## config.mk

```make
export PLATFORM = sky130hd
export DESIGN_NAME = ray_column_scheduler
export DESIGN_NICKNAME = d
export VERILOG_FILES = /design/src/rtl/ray_column_scheduler.sv
export SDC_FILE = /design/constraint.sdc
export NUM_CORES = 2
export LEC_CHECK = 0
export BUFFER_PORTS_ARGS = -buffer_cell sky130_fd_sc_hd__buf_2
export CORE_MARGIN = 5
export CORE_UTILIZATION = 40
export DETAILED_ROUTE_END_ITERATION = 16
export PLACE_DENSITY = 0.62
export SYNTH_ARGS = -nofsm -noshare
export SYNTH_HDL_FRONTEND = slang
export SYNTH_SLANG_ARGS = --single-unit
```

## constraint.sdc

```tcl
create_clock -name clk_i -period 13.6 [get_ports clk_i]
set_input_delay 2.72 -clock clk_i [delete_from_list [all_inputs] [get_ports clk_i]]
set_output_delay 2.72 -clock clk_i [all_outputs]
set_load 0.02 [all_outputs]
```

## src/rtl/ray_column_scheduler.sv

```systemverilog
// ---------------------------------------------------------------------------
// ray_column_scheduler
//
// Frame-level sequencer for the raycaster. For every screen column it derives
// the ray angle, fires the horizontal and vertical wall finders together,
// waits for both (or for a timeout), keeps the nearer hit and offers one
// result per column to the renderer over a valid/ready handshake.
//
// Ports
//   clk_i, reset_i            clock, synchronous active-high reset
//   start_frame_i             begin a frame (ignored while busy)
//   player_x_i/player_y_i     player position, latched at frame start
//   player_ang_x_i/_y_i       heading (int degrees / 1/1024 degree fraction)
//   alpha_x_o/alpha_y_o       current ray angle to both finders
//   begin_calc_o              one-cycle launch pulse to both finders
//   end_calc_h_i/_v_i         finder done levels
//   found_h_i/_v_i            finder wall-found flags
//   wall_{x,y}_{h,v}_i        finder hit coordinates
//   col_valid_o/col_ready_i   result handshake
//   col_index_o, col_hit_o, col_side_o, col_wall_x_o, col_wall_y_o,
//   col_dist2_o               per-column result
//   busy_o                    frame in progress
//   frame_done_o              one-cycle pulse after the last column is taken
// ---------------------------------------------------------------------------
module ray_column_scheduler #(
  parameter int NUM_COLS   = 320,
  parameter int FOV_DEG    = 60,
  parameter int ANGLE_STEP = 192,
  parameter int TIMEOUT    = 4096
) (
  input  logic               clk_i,
  input  logic               reset_i,
  input  logic               start_frame_i,
  input  logic signed [12:0] player_x_i,
  input  logic signed [12:0] player_y_i,
  input  logic [9:0]         player_ang_x_i,
  input  logic [9:0]         player_ang_y_i,
  output logic [9:0]         alpha_x_o,
  output logic [9:0]         alpha_y_o,
  output logic               begin_calc_o,
  input  logic               end_calc_h_i,
  input  logic               end_calc_v_i,
  input  logic               found_h_i,
  input  logic               found_v_i,
  input  logic signed [12:0] wall_x_h_i,
  input  logic signed [12:0] wall_y_h_i,
  input  logic signed [12:0] wall_x_v_i,
  input  logic signed [12:0] wall_y_v_i,
  output logic               col_valid_o,
  input  logic               col_ready_i,
  output logic [8:0]         col_index_o,
  output logic               col_hit_o,
  output logic               col_side_o,
  output logic signed [12:0] col_wall_x_o,
  output logic signed [12:0] col_wall_y_o,
  output logic [26:0]        col_dist2_o,
  output logic               busy_o,
  output logic               frame_done_o
);

  localparam logic [19:0]        ANG_MOD    = 20'd368640;
  localparam logic [19:0]        HALF_FOV   = 20'(FOV_DEG * 512);
  localparam logic [19:0]        ANG_STEP   = 20'(ANGLE_STEP);
  localparam int                 TIMER_W    = $clog2(TIMEOUT + 1);
  localparam logic [TIMER_W-1:0] TIMER_LAST = TIMER_W'(TIMEOUT - 1);
  localparam logic [8:0]         COL_LAST   = 9'(NUM_COLS - 1);

  typedef enum logic [2:0] {
    S_IDLE   = 3'd0,
    S_LAUNCH = 3'd1,
    S_WAIT   = 3'd2,
    S_SELECT = 3'd3,
    S_OUTPUT = 3'd4,
    S_NEXT   = 3'd5
  } state_e;

  // Squared distance on sign-extended 14-bit differences. Each square is
  // below 2^26, so the sum always fits the 27-bit result.
  function automatic logic [26:0] dist2(input logic signed [12:0] wx,
                                        input logic signed [12:0] wy,
                                        input logic signed [12:0] px,
                                        input logic signed [12:0] py);
    logic signed [13:0] dx;
    logic signed [13:0] dy;
    logic signed [27:0] sx;
    logic signed [27:0] sy;
    dx = {wx[12], wx} - {px[12], px};
    dy = {wy[12], wy} - {py[12], py};
    sx = dx * dx;
    sy = dy * dy;
    return 27'(sx) + 27'(sy);
  endfunction

  state_e              state_q, state_d;
  logic [8:0]          col_q, col_d;
  logic [18:0]         acc_q, acc_d;
  logic signed [12:0]  px_q, px_d, py_q, py_d;
  logic [TIMER_W-1:0]  timer_q, timer_d;
  logic                first_q, first_d;
  logic                done_h_q, done_h_d, done_v_q, done_v_d;
  logic                found_h_q, found_h_d, found_v_q, found_v_d;
  logic signed [12:0]  wx_h_q, wx_h_d, wy_h_q, wy_h_d;
  logic signed [12:0]  wx_v_q, wx_v_d, wy_v_q, wy_v_d;
  logic                hit_q, hit_d, side_q, side_d;
  logic signed [12:0]  cwx_q, cwx_d, cwy_q, cwy_d;
  logic [26:0]         cd2_q, cd2_d;
  logic                frame_done_q, frame_done_d;
  logic                begin_calc_q, col_valid_q, busy_q;

  logic [19:0]         heading_s, start_diff_s, step_sum_s;
  logic [18:0]         start_acc_s, next_acc_s;
  logic [26:0]         d2_h_s, d2_v_s;
  logic                take_h_s, take_v_s;

  // Angle accumulator arithmetic: frame start offset and per-column step, both wrapped mod 360 deg.
  always_comb begin
    heading_s    = {player_ang_x_i, 10'd0} + {10'd0, player_ang_y_i};
    start_diff_s = heading_s - HALF_FOV;
    step_sum_s   = {1'b0, acc_q} + ANG_STEP;
    if (start_diff_s[19]) begin
      start_acc_s = 19'(start_diff_s + ANG_MOD);
    end else begin
      start_acc_s = start_diff_s[18:0];
    end
    if (step_sum_s >= ANG_MOD) begin
      next_acc_s = 19'(step_sum_s - ANG_MOD);
    end else begin
      next_acc_s = step_sum_s[18:0];
    end
  end

  assign d2_h_s = dist2(wx_h_q, wy_h_q, px_q, py_q);
  assign d2_v_s = dist2(wx_v_q, wy_v_q, px_q, py_q);

  // Next-state and datapath update for the column sequencer.
  always_comb begin
    state_d      = state_q;
    col_d        = col_q;
    acc_d        = acc_q;
    px_d         = px_q;
    py_d         = py_q;
    timer_d      = timer_q;
    first_d      = first_q;
    done_h_d     = done_h_q;
    done_v_d     = done_v_q;
    found_h_d    = found_h_q;
    found_v_d    = found_v_q;
    wx_h_d       = wx_h_q;
    wy_h_d       = wy_h_q;
    wx_v_d       = wx_v_q;
    wy_v_d       = wy_v_q;
    hit_d        = hit_q;
    side_d       = side_q;
    cwx_d        = cwx_q;
    cwy_d        = cwy_q;
    cd2_d        = cd2_q;
    frame_done_d = 1'b0;
    take_h_s     = 1'b0;
    take_v_s     = 1'b0;
    case (state_q)
      S_IDLE: begin
        if (start_frame_i) begin
          state_d = S_LAUNCH;
          px_d    = player_x_i;
          py_d    = player_y_i;
          acc_d   = start_acc_s;
          col_d   = 9'd0;
        end else begin
          state_d = S_IDLE;
        end
      end
      S_LAUNCH: begin
        done_h_d  = 1'b0;
        done_v_d  = 1'b0;
        found_h_d = 1'b0;
        found_v_d = 1'b0;
        timer_d   = '0;
        first_d   = 1'b1;
        state_d   = S_WAIT;
      end
      S_WAIT: begin
        // The first WAIT cycle may still see the done level left over from
        // the previous ray, so it is not sampled.
        first_d  = 1'b0;
        timer_d  = timer_q + TIMER_W'(1);
        take_h_s = !first_q && end_calc_h_i && !done_h_q;
        take_v_s = !first_q && end_calc_v_i && !done_v_q;
        if (take_h_s) begin
          done_h_d  = 1'b1;
          found_h_d = found_h_i;
          wx_h_d    = wall_x_h_i;
          wy_h_d    = wall_y_h_i;
        end else begin
          done_h_d  = done_h_q;
        end
        if (take_v_s) begin
          done_v_d  = 1'b1;
          found_v_d = found_v_i;
          wx_v_d    = wall_x_v_i;
          wy_v_d    = wall_y_v_i;
        end else begin
          done_v_d  = done_v_q;
        end
        if (done_h_d && done_v_d) begin
          state_d = S_SELECT;
        end else if (timer_q >= TIMER_LAST) begin
          // A silent side keeps found=0 from LAUNCH and counts as a miss.
          state_d  = S_SELECT;
          done_h_d = 1'b1;
          done_v_d = 1'b1;
        end else begin
          state_d = S_WAIT;
        end
      end
      S_SELECT: begin
        hit_d = 1'b1;
        if (found_h_q && found_v_q) begin
          if (d2_v_s <= d2_h_s) begin
            side_d = 1'b1;
            cwx_d  = wx_v_q;
            cwy_d  = wy_v_q;
            cd2_d  = d2_v_s;
          end else begin
            side_d = 1'b0;
            cwx_d  = wx_h_q;
            cwy_d  = wy_h_q;
            cd2_d  = d2_h_s;
          end
        end else if (found_v_q) begin
          side_d = 1'b1;
          cwx_d  = wx_v_q;
          cwy_d  = wy_v_q;
          cd2_d  = d2_v_s;
        end else if (found_h_q) begin
          side_d = 1'b0;
          cwx_d  = wx_h_q;
          cwy_d  = wy_h_q;
          cd2_d  = d2_h_s;
        end else begin
          hit_d  = 1'b0;
          side_d = 1'b0;
          cwx_d  = 13'sd0;
          cwy_d  = 13'sd0;
          cd2_d  = 27'd0;
        end
        state_d = S_OUTPUT;
      end
      S_OUTPUT: begin
        if (col_ready_i) begin
          if (col_q == COL_LAST) begin
            state_d      = S_IDLE;
            frame_done_d = 1'b1;
          end else begin
            state_d = S_NEXT;
          end
        end else begin
          state_d = S_OUTPUT;
        end
      end
      S_NEXT: begin
        col_d   = col_q + 9'd1;
        acc_d   = next_acc_s;
        state_d = S_LAUNCH;
      end
      default: begin
        state_d = S_IDLE;
      end
    endcase
  end

  // State, datapath and registered output flags.
  always_ff @(posedge clk_i) begin
    if (reset_i) begin
      state_q      <= S_IDLE;
      col_q        <= 9'd0;
      acc_q        <= 19'd0;
      px_q         <= 13'sd0;
      py_q         <= 13'sd0;
      timer_q      <= '0;
      first_q      <= 1'b0;
      done_h_q     <= 1'b0;
      done_v_q     <= 1'b0;
      found_h_q    <= 1'b0;
      found_v_q    <= 1'b0;
      wx_h_q       <= 13'sd0;
      wy_h_q       <= 13'sd0;
      wx_v_q       <= 13'sd0;
      wy_v_q       <= 13'sd0;
      hit_q        <= 1'b0;
      side_q       <= 1'b0;
      cwx_q        <= 13'sd0;
      cwy_q        <= 13'sd0;
      cd2_q        <= 27'd0;
      frame_done_q <= 1'b0;
      begin_calc_q <= 1'b0;
      col_valid_q  <= 1'b0;
      busy_q       <= 1'b0;
    end else begin
      state_q      <= state_d;
      col_q        <= col_d;
      acc_q        <= acc_d;
      px_q         <= px_d;
      py_q         <= py_d;
      timer_q      <= timer_d;
      first_q      <= first_d;
      done_h_q     <= done_h_d;
      done_v_q     <= done_v_d;
      found_h_q    <= found_h_d;
      found_v_q    <= found_v_d;
      wx_h_q       <= wx_h_d;
      wy_h_q       <= wy_h_d;
      wx_v_q       <= wx_v_d;
      wy_v_q       <= wy_v_d;
      hit_q        <= hit_d;
      side_q       <= side_d;
      cwx_q        <= cwx_d;
      cwy_q        <= cwy_d;
      cd2_q        <= cd2_d;
      frame_done_q <= frame_done_d;
      begin_calc_q <= (state_d == S_LAUNCH);
      col_valid_q  <= (state_d == S_OUTPUT);
      busy_q       <= (state_d != S_IDLE);
    end
  end

  assign alpha_x_o    = {1'b0, acc_q[18:10]};
  assign alpha_y_o    = acc_q[9:0];
  assign begin_calc_o = begin_calc_q;
  assign col_valid_o  = col_valid_q;
  assign col_index_o  = col_q;
  assign col_hit_o    = hit_q;
  assign col_side_o   = side_q;
  assign col_wall_x_o = cwx_q;
  assign col_wall_y_o = cwy_q;
  assign col_dist2_o  = cd2_q;
  assign busy_o       = busy_q;
  assign frame_done_o = frame_done_q;

endmodule

```

==> results.md <==
- Worst path bufs/invs: 2
- Average detailed-routed wire length per instance: 19.5 µm
- Antenna violations before repair: 2
- Layout overhead on the synthesized area: 8.19%
- Pre-Repair DR Iteration Count: 5
- Number of synthesized flops with an enable pin: 0
- Category of the most critical setup path: register to register
- Sort of element at the start of the critical path: register
- Final min period: 12660 ps
- Clock tree from TritonCTS: yes
- Vias: 28800
- Top cells by area, synth: fa_1, ha_1, dfxtp_1
- Total clock buffers created by CTS: 17
- Initial drt markers: 1967
- Routability congestion estimate from global placement: 0.935
- Kind of capture point of the worst setup path: register
- Critical path's largest stage delay: 790 ps
- Maximum buffer depth of the clock tree: 2
- Synth warn: 0
- Number of synthesized register bits: 186
- Dominant cell type by area after synthesis: fa_1
- I/O pin count: 194
- Max Fclk: 0.0790 GHz
- Most frequently used cell type in the post-synthesis netlist: inv_1
- Post-route ant nets: 0
- Seq. cell area: 3720 µm²
- RSZ-0062 raised after global routing: no
- DRC violation count after routing: 0
- Root buf cell: clkbuf_16
- Critical Path RT: 13900 ps
- CP max FO: 14
- Die extent in x: 314 µm
- Area of the die: 98500 µm²
- Global-route wire length before repair: 170000 µm
- Number of different library cells in the post-synthesis netlist: 82
- Sum of negative setup slack: 0 ps
- Number of failing hold endpoints at the final stage: 0
- Worst slew slack as a fraction of its limit: 25.8%
- Overall fraction of global-route tracks in use: 22.1%
- Mapped Cells: 4183
- Depth of the CTS H-tree: 4
- Worst skew pair latency: 490 ps
- Number of gates resized after CTS: 0
- Detailed placer's ending HPWL: 91400 µm
- Final setup skew: 15.4 ps
- Final Net Count: 5508
- Post-CTS setup buffer count: 0
- Final setup vio count: 0
- Fraction of synthesized cell area taken by the top area cell type: 42.2%
- IO Port Bufs: 192
- Average cell area after synthesis: 8.83 µm²
- Die Y-Extent: 314 µm
- Area of combinational cells with multiple inputs: 29200 µm²
- Via count of the first global-routing pass: 29700
- Data arrival at the endpoint of the critical path: 12960 ps
- Async S/R FF share, synth: 0%
- Largest delay share family, worst path: adder cells
- Standard-cell rows: 111
- Ratio of cells with drive above 1 in the final layout: 7.53%
- Commonest register cell after synthesis: dfxtp_1
- Run status: finished, final reports clean
- Slew at the pin with the worst max-slew slack: 1110 ps
- Pin count of the biggest net entering global routing: 124
- Slew Viols, Final: 0
- Number of buffers inserted for hold repair after clock tree synthesis: 0
- Number of inserted filler cells in the final layout: 9129
- Register area share after synthesis: 10.1%
- Post-Synthesis Cell Area: 36900 µm²
- Total grt overflow: 0
- Post-route fraction of the period consumed by the critical path: 93.1%
- Clock sinks: 186
- CP max stage cell: xor2_1
- Path class of the lowest-slack min-delay path: register to register
- CTS clk-pin slew, worst paths: 80 ps
- Max-cap viol count: 0
- Initial Utilization: 40.3%
- Total length of routed wires: 107000 µm
- Area of the core: 91700 µm²
- Drt via density: 5.21
- Crit-path most repeated cell: fa_1
- Cell types with the highest counts after synthesis: inv_1, fa_1, nand2_1
==> placed cells by master (no fill, tap or decap), drive strengths merged, types with 6 or more instances in the layout <==
master | netlist | layout
a221o | 6 | 6
nor3 | 27 | 27
nand3b | 12 | 12
or2 | 19 | 19
clkinv | 21 | 24
clkbuf | 124 | 19
xnor2 | 104 | 104
a21boi | 17 | 17
nor2b | 17 | 17
inv | 907 | 914
nand2b | 27 | 27
and3 | 13 | 13
o21a | 19 | 19
or3 | 18 | 18
nor2 | 414 | 414
a21o | 32 | 32
nand3 | 51 | 51
a31oi | 35 | 35
nand2 | 461 | 461
nand4 | 12 | 12
a211oi | 38 | 38
fa | 778 | 778
xor2 | 47 | 47
buf | 12 | 250
a32oi | 8 | 8
a21oi | 196 | 196
o21bai | 7 | 7
dfxtp | 186 | 186
nor4 | 13 | 13
o21ai | 134 | 134
a311oi | 20 | 20
ha | 306 | 306
o211ai | 18 | 18
==> sequential cells by signal, indices dropped and copies added (netlist names), 3 cells and up <==
register	count
col_wall_x_o	13
col_index_o	9
state_q	3
wy_h_q	13
timer_q	13
col_wall_y_o	13
col_dist2_o	27
px_q	13
wx_v_q	13
acc_q	19
wx_h_q	13
py_q	13
wy_v_q	13
==> tightest hold or removal path, stage by stage (launching register included) <==
cell	delay (ps)
dfxtp_1	310
nand2_1	50
a21oi_1	50
==> path summary, 6_finish.rpt <==
| kind | startpoint | endpoint | slack [ps] | depth (start not counted) |
|---|---|---|---|---|
| max reg2reg | wy_v_q[1]$_SDFFE_PP0P_ | col_dist2_o[25]$_SDFFE_PP0P_ | 940 | 40 |
| max | wy_v_q[1]$_SDFFE_PP0P_ | col_dist2_o[25]$_SDFFE_PP0P_ | 940 | 40 |
| min | acc_q[2]$_SDFFE_PP0P_ | acc_q[2]$_SDFFE_PP0P_ | 460 | 2 |
| min reg2reg | acc_q[2]$_SDFFE_PP0P_ | acc_q[2]$_SDFFE_PP0P_ | 460 | 2 |
==> per-layer routing <==
| metal | vias up | GRT usage (%) | share of wire, % | routed length, µm |
|---|---|---|---|---|
| met2 | 980 | 35.0 | 46 | 49100 |
| met4 | 2 | 4.88 | 2.4 | 2600 |
| met3 | 114 | 4.81 | 7.9 | 8490 |
| met5 | - | 0 | 0.012 | 13 |
| met1 | 14500 | 31.3 | 44 | 47200 |
| li1 | 13200 | - | - | - |
==> through the flow <==
| step | area (µm²) | hold slack, ps | instances | setup slack, ps | utilization [%] |
|---|---|---|---|---|---|
| 2_1_floorplan | 36900 | 436 | 4185 | 2780 | - |
| 3_3_place_gp | 39300 | 439 | 5485 | 1350 | 42.9 |
| 3_5_place_dp | 39300 | 444 | 5485 | 1170 | 42.9 |
| 4_1_cts | 39900 | 455 | 5517 | 1110 | 43.6 |
| 5_1_grt | 39900 | 482 | 5518 | 232 | 43.6 |
| 6_report | 39900 | 456 | 5519 | 939 | 43.6 |
==> cells by family after synthesis <==
logic type	share of synthesized area, %
buffers and inverters	10.9
xor gates and xnor gates	3.64
DFF	10.1
adders and majority gates	52.6
other	0.0102
AOI/OAI and AO/OA	9.97
muxes	0.169
and+or+nand+nor	12.7
==> final cells by class <==
| class | count | share of cell area, % |
|---|---|---|
| repair buffers | 250 | 3.51 |
| flip-flops and latches | 186 | 9.32 |
| clock inverters | 13 | 0.495 |
| inverters | 928 | 8.72 |
| well taps | 1186 | 3.71 |
| multi-input cells | 2935 | 73.1 |
| diodes | 2 | 0.0125 |
| clock buffers | 19 | 1.08 |
Power is left out: the tool's default activity adds up to more than one toggle a clock period on the data nets, which glitch-free logic cannot reach.
